===== src/rtl/rename_tag_scheduler.sv =====
`default_nettype none
// +--------------------------------------------------------------------------+
// | rename_tag_scheduler                                                     |
// | Allocates 3-bit dependency tags and retires them in program order, while |
// | driving the register-file commit port.                                   |
// | Rev 1.0                                                                  |
// +--------------------------------------------------------------------------+
module rename_tag_scheduler #(
  parameter int TAG_W  = 3,
  parameter int DATA_W = 32,
  parameter int REG_W  = 5
) (
  input  logic              clk,
  input  logic              rst,
  input  logic              issue_valid,
  input  logic [REG_W-1:0]  issue_rd,
  output logic              issue_ready,
  output logic [TAG_W-1:0]  issue_tag,
  input  logic              wb_valid,
  input  logic [TAG_W-1:0]  wb_tag,
  input  logic [DATA_W-1:0] wb_data,
  input  logic              flush,
  output logic              rf_commit,
  output logic [REG_W-1:0]  rf_reg_num,
  output logic [DATA_W-1:0] rf_data,
  output logic [TAG_W-1:0]  rf_num,
  output logic [TAG_W-1:0]  occupancy,
  output logic              wb_err
);

  localparam int               ENTRIES   = (1 << TAG_W) - 1;
  localparam logic [TAG_W-1:0] LAST_TAG  = TAG_W'(ENTRIES);
  localparam logic [TAG_W-1:0] FIRST_TAG = TAG_W'(1);

  // Entry 0 exists only so the arrays can be indexed directly by tag.
  logic [ENTRIES:0]  busy_q, busy_d;
  logic [ENTRIES:0]  done_q, done_d;
  logic [REG_W-1:0]  rd_q   [0:ENTRIES];
  logic [REG_W-1:0]  rd_d   [0:ENTRIES];
  logic [DATA_W-1:0] data_q [0:ENTRIES];
  logic [DATA_W-1:0] data_d [0:ENTRIES];

  logic [TAG_W-1:0]  head_q, head_d;
  logic [TAG_W-1:0]  tail_q, tail_d;
  logic [TAG_W-1:0]  occ_q, occ_d;

  logic              rf_commit_q, rf_commit_d;
  logic [REG_W-1:0]  rf_reg_num_q, rf_reg_num_d;
  logic [DATA_W-1:0] rf_data_q, rf_data_d;
  logic [TAG_W-1:0]  rf_num_q, rf_num_d;
  logic              wb_err_q, wb_err_d;

  logic do_issue;
  logic wb_ok;
  logic do_retire;

  function automatic logic [TAG_W-1:0] next_tag(input logic [TAG_W-1:0] t);
    return (t == LAST_TAG) ? FIRST_TAG : t + FIRST_TAG;
  endfunction

  assign issue_ready = (occ_q != LAST_TAG);
  assign issue_tag   = tail_q;

  always_comb begin
    do_issue  = issue_valid && issue_ready;
    wb_ok     = wb_valid && (wb_tag != '0) && busy_q[wb_tag] && !done_q[wb_tag];
    // Retire looks only at registered state, so a writeback lands one edge
    // before the entry can retire.
    do_retire = busy_q[head_q] && done_q[head_q];

    busy_d       = busy_q;
    done_d       = done_q;
    rd_d         = rd_q;
    data_d       = data_q;
    head_d       = head_q;
    tail_d       = tail_q;
    occ_d        = occ_q;
    rf_commit_d  = 1'b0;
    rf_reg_num_d = rf_reg_num_q;
    rf_data_d    = rf_data_q;
    rf_num_d     = rf_num_q;
    wb_err_d     = 1'b0;

    if (!rst || flush) begin
      busy_d = '0;
      done_d = '0;
      head_d = FIRST_TAG;
      tail_d = FIRST_TAG;
      occ_d  = '0;
      if (!rst) begin
        rf_reg_num_d = '0;
        rf_data_d    = '0;
        rf_num_d     = '0;
      end
    end else begin
      wb_err_d = wb_valid && !wb_ok;
      if (wb_ok) begin
        done_d[wb_tag] = 1'b1;
        data_d[wb_tag] = wb_data;
      end
      if (do_retire) begin
        busy_d[head_q] = 1'b0;
        done_d[head_q] = 1'b0;
        rf_commit_d    = (rd_q[head_q] != '0);
        rf_reg_num_d   = rd_q[head_q];
        rf_data_d      = data_q[head_q];
        rf_num_d       = head_q;
        head_d         = next_tag(head_q);
      end
      // A full queue blocks issue, so tail never collides with a retiring head.
      if (do_issue) begin
        busy_d[tail_q] = 1'b1;
        done_d[tail_q] = 1'b0;
        rd_d[tail_q]   = issue_rd;
        tail_d         = next_tag(tail_q);
      end
      occ_d = occ_q + TAG_W'(do_issue) - TAG_W'(do_retire);
    end
  end

  always_ff @(posedge clk) begin
    busy_q       <= busy_d;
    done_q       <= done_d;
    rd_q         <= rd_d;
    data_q       <= data_d;
    head_q       <= head_d;
    tail_q       <= tail_d;
    occ_q        <= occ_d;
    rf_commit_q  <= rf_commit_d;
    rf_reg_num_q <= rf_reg_num_d;
    rf_data_q    <= rf_data_d;
    rf_num_q     <= rf_num_d;
    wb_err_q     <= wb_err_d;
  end

  assign rf_commit  = rf_commit_q;
  assign rf_reg_num = rf_reg_num_q;
  assign rf_data    = rf_data_q;
  assign rf_num     = rf_num_q;
  assign occupancy  = occ_q;
  assign wb_err     = wb_err_q;

endmodule
`default_nettype wire


===== config.mk =====
export PLATFORM = sky130hd
export DESIGN_NAME = rename_tag_scheduler
export DESIGN_NICKNAME = d
export VERILOG_FILES = /design/src/rtl/rename_tag_scheduler.sv
export SDC_FILE = /design/constraint.sdc
export NUM_CORES = 1
export LEC_CHECK = 0
export CORE_UTILIZATION = 25
export CTS_CLUSTER_SIZE = 24
export DETAILED_ROUTE_END_ITERATION = 8
export HOLD_SLACK_MARGIN = 0.15
export PLACE_DENSITY = 0.47
export SLEW_MARGIN = 20
export SYNTH_ARGS = -nofsm -noshare
export SYNTH_HDL_FRONTEND = slang
export SYNTH_SLANG_ARGS = --single-unit

===== constraint.sdc =====
create_clock -name clk -period 8.37 [get_ports clk]
set_input_delay 0.837 -clock clk [delete_from_list [all_inputs] [get_ports clk]]
set_output_delay 0.837 -clock clk [all_outputs]
set_load 0.1 [all_outputs]

== Yosys cells after proc, flatten, opt, wreduce, memory -nomap -nowiden ==
Cells that the tools add are included.
Word-level totals
  output and inout bits: 49
  register bits: 363
  input port bits: 45
  word-level logic and storage cells: 124
Operators by class
  bitwise logic cells: 12
  $lt $le $gt $ge: 11
  mux-type cells: 45
  $add $sub $neg: 4
  reduce and logical (&&, ||, !) cells: 22
  eq/ne operators: 4
Operator list (number)
  256-bit bitwise mux: 1
  32-bit 2-to-1 mux: 6
  32-bit binary-select mux with 3-bit select: 1
  32-bit demux with 3-bit select: 1
  8-bit 2-to-1 mux: 8
  40-bit bitwise mux: 1
  5-bit 2-to-1 mux: 6
  8-bit AND: 3
  8-bit NOT: 2
  8-bit bitwise OR: 2
  5-bit binary-select mux with 3-bit select: 1
  5-bit demux with 3-bit select: 1
  3-bit 2-to-1 mux: 5
  1-bit binary-select mux with 3-bit select: 4
  4-bit >= comparator, second input constant: 3
  3-bit by 4-bit less-than comparator with 1-bit output, second input constant: 3
  3-bit NOT with 4-bit output: 3
  1-bit logical AND: 11
  1-bit demux with 3-bit select: 3
  3-bit by 1-bit >= comparator with 1-bit output, second input constant: 3
  4-bit by 1-bit less-than comparator with 1-bit output, second input constant: 2
  1-bit 2-to-1 mux: 7
  3-bit by 1-bit adder with 3-bit output, second input constant: 2
  3-bit equality test, second input constant: 2
  12 further kinds: 17

== Longest topological paths before layout ==
  depth after elaboration: 12
  gate-level depth with buffers: 14
  depth with buffers taken out: 13

== Worst setup path after synthesis ==
Ideal clock, no wire load.
  kind: input to register
  start: input port wb_tag[0]
  end: register data_q[64] in the netlist's numbering (enable)
  cell stages on the path: 4
  path buffers: 0
  data required time: 7.868 ns
  setup time: 0.502 ns
  path slack: 3.118 ns
  arrival: 4.750 ns
  cells stage by stage: mux4_2 -> nor2b_1 -> o211ai_2 -> nor4_1
On the way
  longest elaborated chain between the ends: 5
  elaborated cells on any way between the ends: 10
  classes of those cells: 4 x mux; 6 x reduce/logical
Ends and longest elaborated chain
  start, declared: RTL line 20  | input logic [TAG_W-1:0] wb_tag,
  1-bit binary-select mux with 3-bit select / 3-bit nonzero test (equally long branches): RTL line 66  | wb_ok = wb_valid && (wb_tag != '0) && busy_q[wb_tag] && !done_q[wb_tag];
  1-bit 2-to-1 mux (implied by the code) / 1-bit logical AND (equally long branches): RTL line 66
  1-bit logical AND / 1-bit zero test (equally long branches): RTL line 66
  1-bit logical AND (*): RTL line 66
  2-bit AND reduction (no source line) (*)
  end signal, assigned: RTL line 125  | data_q <= data_d;
  end, declared: RTL line 40  | logic [DATA_W-1:0] data_q [0:ENTRIES];
Every way passes the cells marked *; elsewhere a longest branch is shown, timed or not. The select of a mux whose other input is x is not followed.
A chain may end at the register's enable or synchronous reset.

== Worst setup path after layout ==
  start: register head_q[0]
  end: register occ_q[2], in the netlist occupancy[2]
On the way
  longest elaborated chain between the ends: 4
  elaborated cells on any way between the ends: 6
  classes of those cells: 1 x add/sub; 4 x mux; 1 x reduce/logical
Ends and longest elaborated chain
  start, declared: RTL line 43  | logic [TAG_W-1:0] head_q, head_d;
  start signal, assigned: RTL line 126  | head_q <= head_d;
  1-bit binary-select mux with 3-bit select: RTL line 69  | do_retire = busy_q[head_q] && done_q[head_q];
  1-bit 2-to-1 mux (implied by the code): RTL line 69
  1-bit logical AND (*): RTL line 69
  via do_retire: RTL line 55  | logic do_retire;
  3-bit by 1-bit subtractor with 3-bit output (*): RTL line 117  | occ_d = occ_q + TAG_W'(do_issue) - TAG_W'(do_retire);
  end signal, assigned: RTL line 128  | occ_q <= occ_d;
  end, declared: RTL line 45  | logic [TAG_W-1:0] occ_q, occ_d;
The timed path passes the listed nets; every way through them passes the cells marked *. The select of a mux whose other input is x is not followed.

==> results.json <==
{
  "gp_congestion": 0.771,
  "die_height_um": 235,
  "p_per_area_mw_per_mm2": 243,
  "layout_min_cycle_time_ps": 3770,
  "fin_area_mm2": 0.0169,
  "synth_cells": 761,
  "fin_crit_sh": 0.450,
  "overflow": 0,
  "wl_um": 34700,
  "cts_tree": "yes",
  "crit_arrival_ps": 4190,
  "ctsResizeCount": 0,
  "yosys.area.top_type": "edfxtp_1",
  "clock_latency_ps": 570,
  "start_kind": "flop",
  "synth_area_leaders": "edfxtp_1 (74%), a22oi_1 (7.0%), dfxtp_1 (4.0%)",
  "grt_max_degree": 55,
  "maxCapViolCount": 0,
  "yosysWarnings": 0,
  "switching_share": 0.213,
  "power.switching_w": 0.000876,
  "start_util": 0.255,
  "dpl.hpwl_um": 18800,
  "status": "completed",
  "cp_data_required_time_ps": 8790,
  "async_flop_share": 0,
  "die_x_um": 235,
  "ant_nets": 0,
  "wl_met1_um": 15900,
  "num-fill-cells": 5076,
  "via_per_inst": 4.60,
  "met3_length_um": 1460,
  "grt_pass1_wl_um": 51100,
  "syn_area_per_cell_um2": 17.8,
  "yosysTopAreaCellShare": 0.745,
  "power_w": 0.00411,
  "cts_made_buffers": 40,
  "placed_cell_area_mm2": 0.0155,
  "crit_fanout": 22,
  "dieArea_mm2": 0.0551,
  "antenna_found_initial": 1,
  "grt_pass1_vias": 7652,
  "ir_worst_vdd_mv": 0.126,
  "area_delta_synth_final_pct": 24.7,
  "drive_above_1_share": 0.133,
  "dp_cells": 1548,
  "rsz0062_at_grt": "no",
  "fin_tns_setup_ps": 0,
  "clock_sinks": 363,
  "rows": 84,
  "worst_pin_slew_ps": 1050,
  "antenna_cells": 0,
  "portBuffers": 93,
  "synth_cell_types": 63,
  "max-clock-path-buffers": 3,
  "synth_enable_flop_cells": 336,
  "slew_headroom": 0.300,
  "max_freq_mhz": 265,
  "p_int_w": 0.00323,
  "setup-violations-final": 0,
  "yosys.cell_count.top_type": "edfxtp_1",
  "coreArea_mm2": 0.0531,
  "hold_viol": 0,
  "seqPwrFrac": 0.491,
  "p_leak_nw": 5.37,
  "ys_seq_area_frac": 0.784,
  "cts_htree_levels": 2,
  "ctsHoldBuffers": 0,
  "first_iter_violations": 500,
  "post_cts_buffers": 0,
  "p_clk_frac": 0.465,
  "ios": 94,
  "hold_path_class": "reg -> reg",
  "stdcell_count": 1621,
  "clk_pin_slew_ps": 60,
  "num_vias": 7458,
  "nets": 954,
  "skew_ps": 13.0,
  "wl_per_cell_um": 21.4,
  "drc": 0,
  "first_pass_iters": 5,
  "maxSlewViolCount": 0,
  "crit_type": "reg -> reg",
  "holdWs_ps": 455,
  "cts_root_buffer": "clkbuf_16",
  "syn_area_mm2": 0.0136,
  "endpoint_kind": "flop",
  "top_layer": "met5",
  "wl_met2_um": 16600,
  "grtUsageTotal": 0.125,
  "synth_commonest_cells": "edfxtp_1 (336), a22oi_1 (127), a41oi_1 (32)",
  "ys_seq_elements": 363,
  "synth_flop_cell": "edfxtp_1",
  "combPwrFrac": 0.044
}
==> state kept, by name, summed over array words and instances, names as in the netlist <==
register and count:
rf_reg_num 5, occupancy 3, busy_q 8, done_q 8
rf_commit 1, wb_err 1, rf_data 32, issue_tag 3
rd_q 40, head_q 3, rf_num 3, data_q 256
==> cells by family (layout without fill, tap and decap cells) <==
kind of cell	after synthesis	after routing	share of synthesized area
AO/OA/AOI/OAI	211	211	0.121
XOR/XNOR	2	2	0.00129
AND/OR/NAND/NOR	92	92	0.0370
multiplexers	26	26	0.0284
adder cells (fa/ha/maj)	7	7	0.00702
flip-flops	363	363	0.784
other	1	32	0.000277
buffers and inverters	59	200	0.0205
==> worst max-delay path, cell delays in order (launching register included) <==
cell and delay, ps:
dfxtp_1 640, buf_4 400, mux4_1 700, mux2_2 300
nand2_1 230, inv_2 110, ha_1 280, inv_1 50
ha_1 130, inv_1 50, fa_1 370, xor2_1 170
xnor2_1 130, nor2_1 50
==> placed cells by master, fill, tap and decap left out, types with 3 or more instances in the layout <==
| cell type | instances |
|---|---|
| nor3_1 | 5 |
| a31oi_1 | 8 |
| clkinv_1 | 8 |
| nor3b_1 | 4 |
| a21oi_1 | 6 |
| clkbuf_16 | 40 |
| nor4_2 | 3 |
| clkdlybuf4s50_1 | 93 |
| a41oi_1 | 32 |
| nor2_1 | 22 |
| clkbuf_1 | 4 |
| nand2_1 | 16 |
| nor2b_1 | 5 |
| buf_4 | 22 |
| bufinv_16 | 9 |
| and2_1 | 6 |
| nand3_1 | 3 |
| o22ai_1 | 3 |
| and3_1 | 4 |
| a22oi_1 | 127 |
| edfxtp_1 | 336 |
| inv_1 | 10 |
| ha_1 | 6 |
| a21o_1 | 4 |
| o21ai_0 | 8 |
| conb_1 | 32 |
| clkinv_2 | 6 |
| mux4_2 | 8 |
| dfxtp_1 | 27 |
| mux2i_1 | 10 |
| mux2_2 | 7 |
| nor3_2 | 5 |
==> metrics by stage <==
stage,utilization,worst slack [ps]
finish,0.318,4600
global route,0.318,4330
CTS,0.318,4580
detailed placement,0.291,4090
global placement,0.291,4210
floorplan,-,3120
==> per-layer routing <==
| metal | GRT usage | up-vias |
|---|---|---|
| met4 | 0.0439 | 2 |
| met5 | 0 | - |
| met3 | 0.0257 | 47 |
| li1 | - | 3418 |
| met1 | 0.164 | 3816 |
| met2 | 0.204 | 175 |
==> area by class of cell <==
type                       count  area (um2)  area share
sequential                   363       10600       0.629
multi-input combinational    370        2830       0.168
timing repair buffer         115        1100      0.0649
clock buffer                  46        1040      0.0618
tap                          688         861      0.0510
clock inverter                27         384      0.0227
inverter                      12        45.0     0.00267
==> power by group through the flow <==
stage	sequential [W]	combinational [W]	clock, W
after detailed placement	0.00206	0.000180	0
final	0.00202	0.000179	0.00191
after global routing	0.00202	0.000188	0.00203
after global placement	0.00206	0.000179	0
after floorplan	0.00213	0.0000293	0
after CTS	0.00202	0.000180	0.00196
==> worst paths after layout <==
path	startpoint	to	slack (ps)	cells after the start
hold reg to reg	done_q[0]	done_q[0]	460	2
setup reg to reg	head_q[0]	occupancy[2]	4600	13
setup / recovery	head_q[0]	occupancy[2]	4600	13
hold / removal	done_q[0]	done_q[0]	460	2
Note: power is estimated with default switching activity, not from simulation.
